--- config.mk ---
export PLATFORM = sky130hd
export DESIGN_NAME = sdram_init_refresh_arbiter
export DESIGN_NICKNAME = d
export VERILOG_FILES = /design/src/rtl/sdram_init_refresh_arbiter.sv
export SDC_FILE = /design/constraint.sdc
export NUM_CORES = 1
export LEC_CHECK = 0
export BUFFER_PORTS_ARGS = -buffer_cell sky130_fd_sc_hd__buf_4
export CAP_MARGIN = 20
export CORE_ASPECT_RATIO = 1.25
export CORE_MARGIN = 2
export CORE_UTILIZATION = 38
export CTS_BUF_LIST = sky130_fd_sc_hd__clkbuf_4 sky130_fd_sc_hd__clkbuf_8 sky130_fd_sc_hd__clkbuf_16
export DETAILED_ROUTE_END_ITERATION = 12
export HOLD_SLACK_MARGIN = 0.15
export SYNTH_ARGS = -nofsm -noshare
export SYNTH_HDL_FRONTEND = slang
export SYNTH_SLANG_ARGS = --single-unit
--- constraint.sdc ---
create_clock -name MAX10_CLK1_50 -period 2.6 [get_ports MAX10_CLK1_50]
set_clock_uncertainty 0.15 [all_clocks]
set_input_delay 0.13 -clock MAX10_CLK1_50 [delete_from_list [all_inputs] [get_ports MAX10_CLK1_50]]
set_output_delay 0.13 -clock MAX10_CLK1_50 [all_outputs]
set_load 0.01 [all_outputs]
--- src/rtl/sdram_init_refresh_arbiter.sv ---
// SDRAM command-bus owner for the DE10-Lite board: runs the power-up
// initialisation sequence, then issues periodic AUTO REFRESH. It also lends
// the command bus to a single user engine through a request/grant handshake.
// Pending refreshes are always served before a new grant is given.
module sdram_init_refresh_arbiter #(
  parameter int          INIT_WAIT        = 5000,
  parameter int          T_RP             = 1,
  parameter int          T_RC             = 4,
  parameter int          T_MRD            = 2,
  parameter int          INIT_REFRESHES   = 8,
  parameter int          REFRESH_INTERVAL = 390,
  parameter int          MAX_POSTPONE     = 8,
  parameter logic [12:0] MODE_REG         = 13'h0020
) (
  input  logic        MAX10_CLK1_50,
  input  logic        RESET_N,
  input  logic        usr_req,
  input  logic [3:0]  usr_cmd,
  input  logic [1:0]  usr_ba,
  input  logic [12:0] usr_addr,
  output logic        usr_gnt,
  output logic        ref_urgent,
  output logic        init_done,
  output logic        ref_overflow,
  output logic        DRAM_CKE,
  output logic        DRAM_CS_N,
  output logic        DRAM_RAS_N,
  output logic        DRAM_CAS_N,
  output logic        DRAM_WE_N,
  output logic [1:0]  DRAM_BA,
  output logic [12:0] DRAM_ADDR
);

  localparam logic [2:0] S_WAIT  = 3'd0;
  localparam logic [2:0] S_PRE   = 3'd1;
  localparam logic [2:0] S_REF   = 3'd2;
  localparam logic [2:0] S_MRS   = 3'd3;
  localparam logic [2:0] S_IDLE  = 3'd4;
  localparam logic [2:0] S_GRANT = 3'd5;

  // {cs_n, ras_n, cas_n, we_n}
  localparam logic [3:0] CMD_NOP = 4'b0111;
  localparam logic [3:0] CMD_PRE = 4'b0010;
  localparam logic [3:0] CMD_REF = 4'b0001;
  localparam logic [3:0] CMD_LMR = 4'b0000;
  localparam logic [3:0] CMD_INH = 4'b1111;

  localparam int CNT_W = $clog2(INIT_WAIT + T_RP + T_RC + T_MRD + 1);
  localparam int TMR_W = $clog2(REFRESH_INTERVAL + 1);
  localparam int PND_W = $clog2(MAX_POSTPONE + 1);
  localparam int IRF_W = $clog2(INIT_REFRESHES + 1);

  localparam logic [CNT_W-1:0] WAIT_LAST = CNT_W'(INIT_WAIT - 1);
  localparam logic [CNT_W-1:0] RP_LAST   = CNT_W'(T_RP);
  localparam logic [CNT_W-1:0] RC_LAST   = CNT_W'(T_RC);
  localparam logic [CNT_W-1:0] MRD_LAST  = CNT_W'(T_MRD);
  localparam logic [TMR_W-1:0] TMR_LAST  = TMR_W'(REFRESH_INTERVAL - 1);
  localparam logic [PND_W-1:0] PND_MAX   = PND_W'(MAX_POSTPONE);
  localparam logic [IRF_W-1:0] IRF_LAST  = IRF_W'(INIT_REFRESHES - 1);

  logic [2:0]       state;
  logic [CNT_W-1:0] cnt;        // cycle index inside the current command slot
  logic [IRF_W-1:0] init_refs;  // init refreshes completed so far
  logic [TMR_W-1:0] timer;
  logic [PND_W-1:0] pending;
  logic [PND_W-1:0] pend_nxt;
  logic [3:0]       dram_cmd;
  logic             tick;
  logic             rt_issue;
  logic             ovf_set;

  assign {DRAM_CS_N, DRAM_RAS_N, DRAM_CAS_N, DRAM_WE_N} = dram_cmd;

  // A runtime refresh is issued on the first cycle of a post-init S_REF slot.
  assign tick     = init_done && (timer == TMR_LAST);
  assign rt_issue = init_done && (state == S_REF) && (cnt == '0);

  // Next pending-refresh count: a tick adds one, an issue removes one, both cancel.
  always_comb begin
    pend_nxt = pending;
    ovf_set  = 1'b0;
    if (tick && !rt_issue) begin
      if (pending == PND_MAX) ovf_set  = 1'b1;
      else                    pend_nxt = pending + PND_W'(1);
    end else if (!tick && rt_issue) begin
      pend_nxt = pending - PND_W'(1);
    end
  end

  // Refresh interval timer, pending counter and sticky overflow flag.
  always_ff @(posedge MAX10_CLK1_50 or negedge RESET_N) begin
    if (!RESET_N) begin
      timer        <= '0;
      pending      <= '0;
      ref_overflow <= 1'b0;
    end else begin
      if (init_done) timer <= tick ? '0 : timer + TMR_W'(1);
      pending <= pend_nxt;
      if (ovf_set) ref_overflow <= 1'b1;
    end
  end

  // Main sequencer: init sequence, refresh slots, grant handling and registered pins.
  always_ff @(posedge MAX10_CLK1_50 or negedge RESET_N) begin
    if (!RESET_N) begin
      state      <= S_WAIT;
      cnt        <= '0;
      init_refs  <= '0;
      usr_gnt    <= 1'b0;
      ref_urgent <= 1'b0;
      init_done  <= 1'b0;
      DRAM_CKE   <= 1'b0;
      dram_cmd   <= CMD_INH;
      DRAM_BA    <= '0;
      DRAM_ADDR  <= '0;
    end else begin
      DRAM_CKE  <= 1'b1;
      dram_cmd  <= CMD_NOP;
      DRAM_BA   <= '0;
      DRAM_ADDR <= '0;
      case (state)
        S_WAIT: begin
          if (cnt == WAIT_LAST) begin
            state <= S_PRE;
            cnt   <= '0;
          end else begin
            cnt <= cnt + CNT_W'(1);
          end
        end
        S_PRE: begin
          if (cnt == '0) begin
            dram_cmd  <= CMD_PRE;
            DRAM_ADDR <= 13'h0400;  // A10 high: precharge all banks
          end
          if (cnt == RP_LAST) begin
            state <= S_REF;
            cnt   <= '0;
          end else begin
            cnt <= cnt + CNT_W'(1);
          end
        end
        S_REF: begin
          if (cnt == '0) dram_cmd <= CMD_REF;
          if (cnt == RC_LAST) begin
            cnt <= '0;
            if (init_done) begin
              state <= (pend_nxt != '0) ? S_REF : S_IDLE;
            end else if (init_refs == IRF_LAST) begin
              state <= S_MRS;
            end else begin
              init_refs <= init_refs + IRF_W'(1);
            end
          end else begin
            cnt <= cnt + CNT_W'(1);
          end
        end
        S_MRS: begin
          if (cnt == '0) begin
            dram_cmd  <= CMD_LMR;
            DRAM_ADDR <= MODE_REG;
          end
          if (cnt == MRD_LAST) begin
            state     <= S_IDLE;
            cnt       <= '0;
            init_done <= 1'b1;
          end else begin
            cnt <= cnt + CNT_W'(1);
          end
        end
        S_IDLE: begin
          if (pending != '0) begin
            state <= S_REF;
            cnt   <= '0;
          end else if (usr_req) begin
            state      <= S_GRANT;
            usr_gnt    <= 1'b1;
            ref_urgent <= (pend_nxt != '0);
          end
        end
        S_GRANT: begin
          if (!usr_req) begin
            state      <= S_IDLE;
            usr_gnt    <= 1'b0;
            ref_urgent <= 1'b0;
          end else begin
            dram_cmd   <= usr_cmd;
            DRAM_BA    <= usr_ba;
            DRAM_ADDR  <= usr_addr;
            ref_urgent <= (pend_nxt != '0);
          end
        end
        default: begin
          state <= S_WAIT;
          cnt   <= '0;
        end
      endcase
    end
  end

endmodule
==> qor.csv <==
metric,value,unit
status,"complete, no violations",
tritoncts.num_buffers,9,
finalWeightedCongestion,0.8352,
post_route_non_filler_standard_cell_count,455,
peakVddDrop,0.2658,mV
synth_enable_flop_cells,0,
cp-start-kind,register,
worst_hold_path_class,input pin to async pin,
seq_area_frac_synth,51.39,%
synthesis.area_per_instance,10.24,um2
rrSetupSlack,0.15,ns
maximum_number_of_pins_on_one_net_before_global_route_repair,58,
report.final.hold_viol_count,0,
design.die.area,8035,um2
start_util,39.68,%
critPathMaxFanout,3,
num-nets-final,391,
design_power_total,0.002016,W
antenna_violations_before_repair,0,
post-synth-top-area-cell,sky130_fd_sc_hd__dfrtp_1,
worst-endpoint-required,2.71,ns
cap_violations,0,
globalRouteTotalUtil,17.27,%
final_antenna_violating_net_count,0,
postSynth.asyncResetShare,100.0,%
horizontal_die_dimension,80.58,um
cts_tree,yes,
drive_above_1_share,27.12,%
cellPowerDensity,524.1,nW/um2
crit_family,simple AND/OR/NAND/NOR gates,
path_cells,nor4_4 > and2_1 > nand3_1 > nor3_2 > o21ai_0 > o21a_1 > dlygate4sd3_1,
max_freq,0.4087,GHz
place.detailed.instances,412,
criticalPathCategory,register to register,
overflow,0,
layout_setup_ws,0.1535,ns
post_synth_instance_area,2785,um2
synth.ff_latch_count,57,
buffers_inverters_on_critical_path,1,
yosysUniqueCellTypes,57,
via_per_inst,5.018,
worstMarginPinSlew,0.7143,ns
max_clock_buf_depth,2,
io_buffer_count,45,
pre_cts_ws,0.02211,ns
routed_length_per_instance,14.02,um
detail_route.wirelength,6378,um
filler_cell_count,631,
flow.area_growth_from_synthesis,38.10,%
ctsRootBufferMaster,sky130_fd_sc_hd__clkbuf_8,
core_region_area,7019,um2
critPathMaxStageDelay,0.56,ns
synth_top_cells_by_area,"sky130_fd_sc_hd__dfrtp_1, sky130_fd_sc_hd__ha_1, sky130_fd_sc_hd__dfstp_2",
antennaDiodeCount,0,
first_iter_violations,148,
fin_crit_sh,94.10,%
timing.critical_path.to_type,register,
drtPass1Iterations,4,
timing.critical_path.slowest_stage_cell,sky130_fd_sc_hd__dlygate4sd3_1,
htreeDepth,3,
synth_top_flop_cell,sky130_fd_sc_hd__dfrtp_1,
ioPinCount,46,
setup_violations,0,
worstSkewPairLatency,0.33,ns
finalWorstPathRequiredPeriod,2.447,ns
dr_total_vias,2283,
grt_pass1_wl,10700,um
cts.clk_slew.worst_paths,0.07,ns
drc,0,
synth_nets,303,
synthCells,272,
synth.top_cell.area_share,47.62,%
tritoncts_num_sinks,57,
cp.arrival,2.56,ns
hpwlAfterDp,4238,um
row_count,34,
max_slew_margin,52.38,%
synthesis.yosys.warnings,0,
die_h,99.72,um
hold_slack,0.2545,ns
drv_slew,0,
number_of_global_route_vias_before_repair,2256,
power.static_leakage,1.821,nW
## worst register-to-register path: cells and delay by family, from the launching register on
kind                   cells  cell delay (ns)
and+or+nand+nor            4             0.98
buffers and inverters      1             0.56
DFF                        1             0.42
AOI/OAI and AO/OA          2             0.27
## cell families (layout without fill, tap and decap cells)
group           count (synthesis)  after routing  synth area share (%)
other cells                     1              1                0.1346
compound gates                 52             52                 11.86
simple gates                  115            115                 23.14
buf+inv                        18            111                 2.875
xor+xnor                       16             16                 5.031
fa+ha+maj                      10             10                 4.403
mux                             3              3                 1.168
flops                          57             57                 51.39
## registers in the layout, summed over array words and instances (netlist names), 2 cells and up
| register | count |
|---|---|
| init_refs | 4 |
| dram_cmd | 4 |
| DRAM_BA | 2 |
| timer | 9 |
| pending | 4 |
| DRAM_ADDR | 13 |
| cnt | 13 |
| state | 3 |
## per-layer routing
metal	GRT usage [%]	part of all wire, %	vias up
li1	-	-	1132
met2	27.63	51	29
met5	0	0	-
met3	5.082	3.1	9
met1	22.06	44	1113
met4	6.389	1.8	0
## timing repair
item                                    in CTS  in global routing
endpoints found under the setup margin       2                  4
resized for setup                            1                  8
pin swaps                                    0                  4
hold endpoints to repair                    79                  0
hold buffers                                24                  0
buffers inserted                             0                  3
## through the flow
step / setup TNS (ns) / util, % / instance area (um2)
floorplan: 0 / - / 2785
global placement: 0 / 46.83 / 3287
detailed placement: 0 / 46.83 / 3287
CTS: 0 / 54.01 / 3791
global route: -0.008627 / 54.80 / 3846
finish: 0 / 54.80 / 3846
## layout by cell type (no fill, tap or decap), drive strengths merged, types with 11 or more instances in the layout
master / instances
nand2: 23
and2: 17
nor2: 23
clkbuf: 12
buf: 60
inv: 11
dfrtp: 53
nand3: 15
dlygate4sd3: 24
o21ai: 21
## final cells by class
| type | instances | area [um2] | area share [%] |
|---|---|---|---|
| well taps | 90 | 112.6 | 2.928 |
| multi-input cells | 197 | 1313 | 34.12 |
| clock inverters | 4 | 98.84 | 2.570 |
| clock buffers | 12 | 158.9 | 4.131 |
| flip-flops and latches | 57 | 1431 | 37.22 |
| repair buffers | 84 | 690.7 | 17.96 |
| inverters | 11 | 41.29 | 1.074 |
## cells in the mapped netlist (2+ instances only)
cell                       number
sky130_fd_sc_hd__dfrtp_1       53
sky130_fd_sc_hd__nand2_1       23
sky130_fd_sc_hd__nor2_1        23
sky130_fd_sc_hd__o21ai_0       20
sky130_fd_sc_hd__and2_1        16
sky130_fd_sc_hd__nand3_1       15
sky130_fd_sc_hd__inv_1         11
sky130_fd_sc_hd__a21oi_1       10
sky130_fd_sc_hd__xor2_1        10
sky130_fd_sc_hd__ha_1           9
sky130_fd_sc_hd__nor3_1         7
sky130_fd_sc_hd__xnor2_1        6
sky130_fd_sc_hd__and3_1         5
sky130_fd_sc_hd__clkbuf_1       4
sky130_fd_sc_hd__dfstp_2        4
sky130_fd_sc_hd__nand2b_1       4
sky130_fd_sc_hd__nand4_1        4
sky130_fd_sc_hd__a21o_1         2
sky130_fd_sc_hd__a221oi_1       2
sky130_fd_sc_hd__mux2_2         2
sky130_fd_sc_hd__nor2b_1        2
sky130_fd_sc_hd__nor3b_1        2
sky130_fd_sc_hd__nor4_4         2
sky130_fd_sc_hd__o22ai_1        2
sky130_fd_sc_hd__or3_1          2
## power breakdown
group	switching, W	total, W	leakage, nW	internal (W)
registers	0.000000213	0.000888	0.766	0.000888
clock network	0.000357	0.00106	0.130	0.000702
logic	0.0000273	0.0000688	0.925	0.0000415
total	0.000385	0.00202	1.82	0.00163
## path summary, 6_finish.rpt
check                             startpoint           end  cells past startpoint
worst min-delay path                 RESET_N      timer[2]                      2
max in group asynchronous            RESET_N      timer[0]                      2
worst max register to register        cnt[6]   dram_cmd[2]                      7
worst min register to register  init_refs[3]  init_refs[3]                      1
min in group MAX10_CLK1_50      init_refs[3]  init_refs[3]                      1
worst max-delay path                  cnt[6]   dram_cmd[2]                      7
No activity file was read; power rests on OpenSTA's default activity.
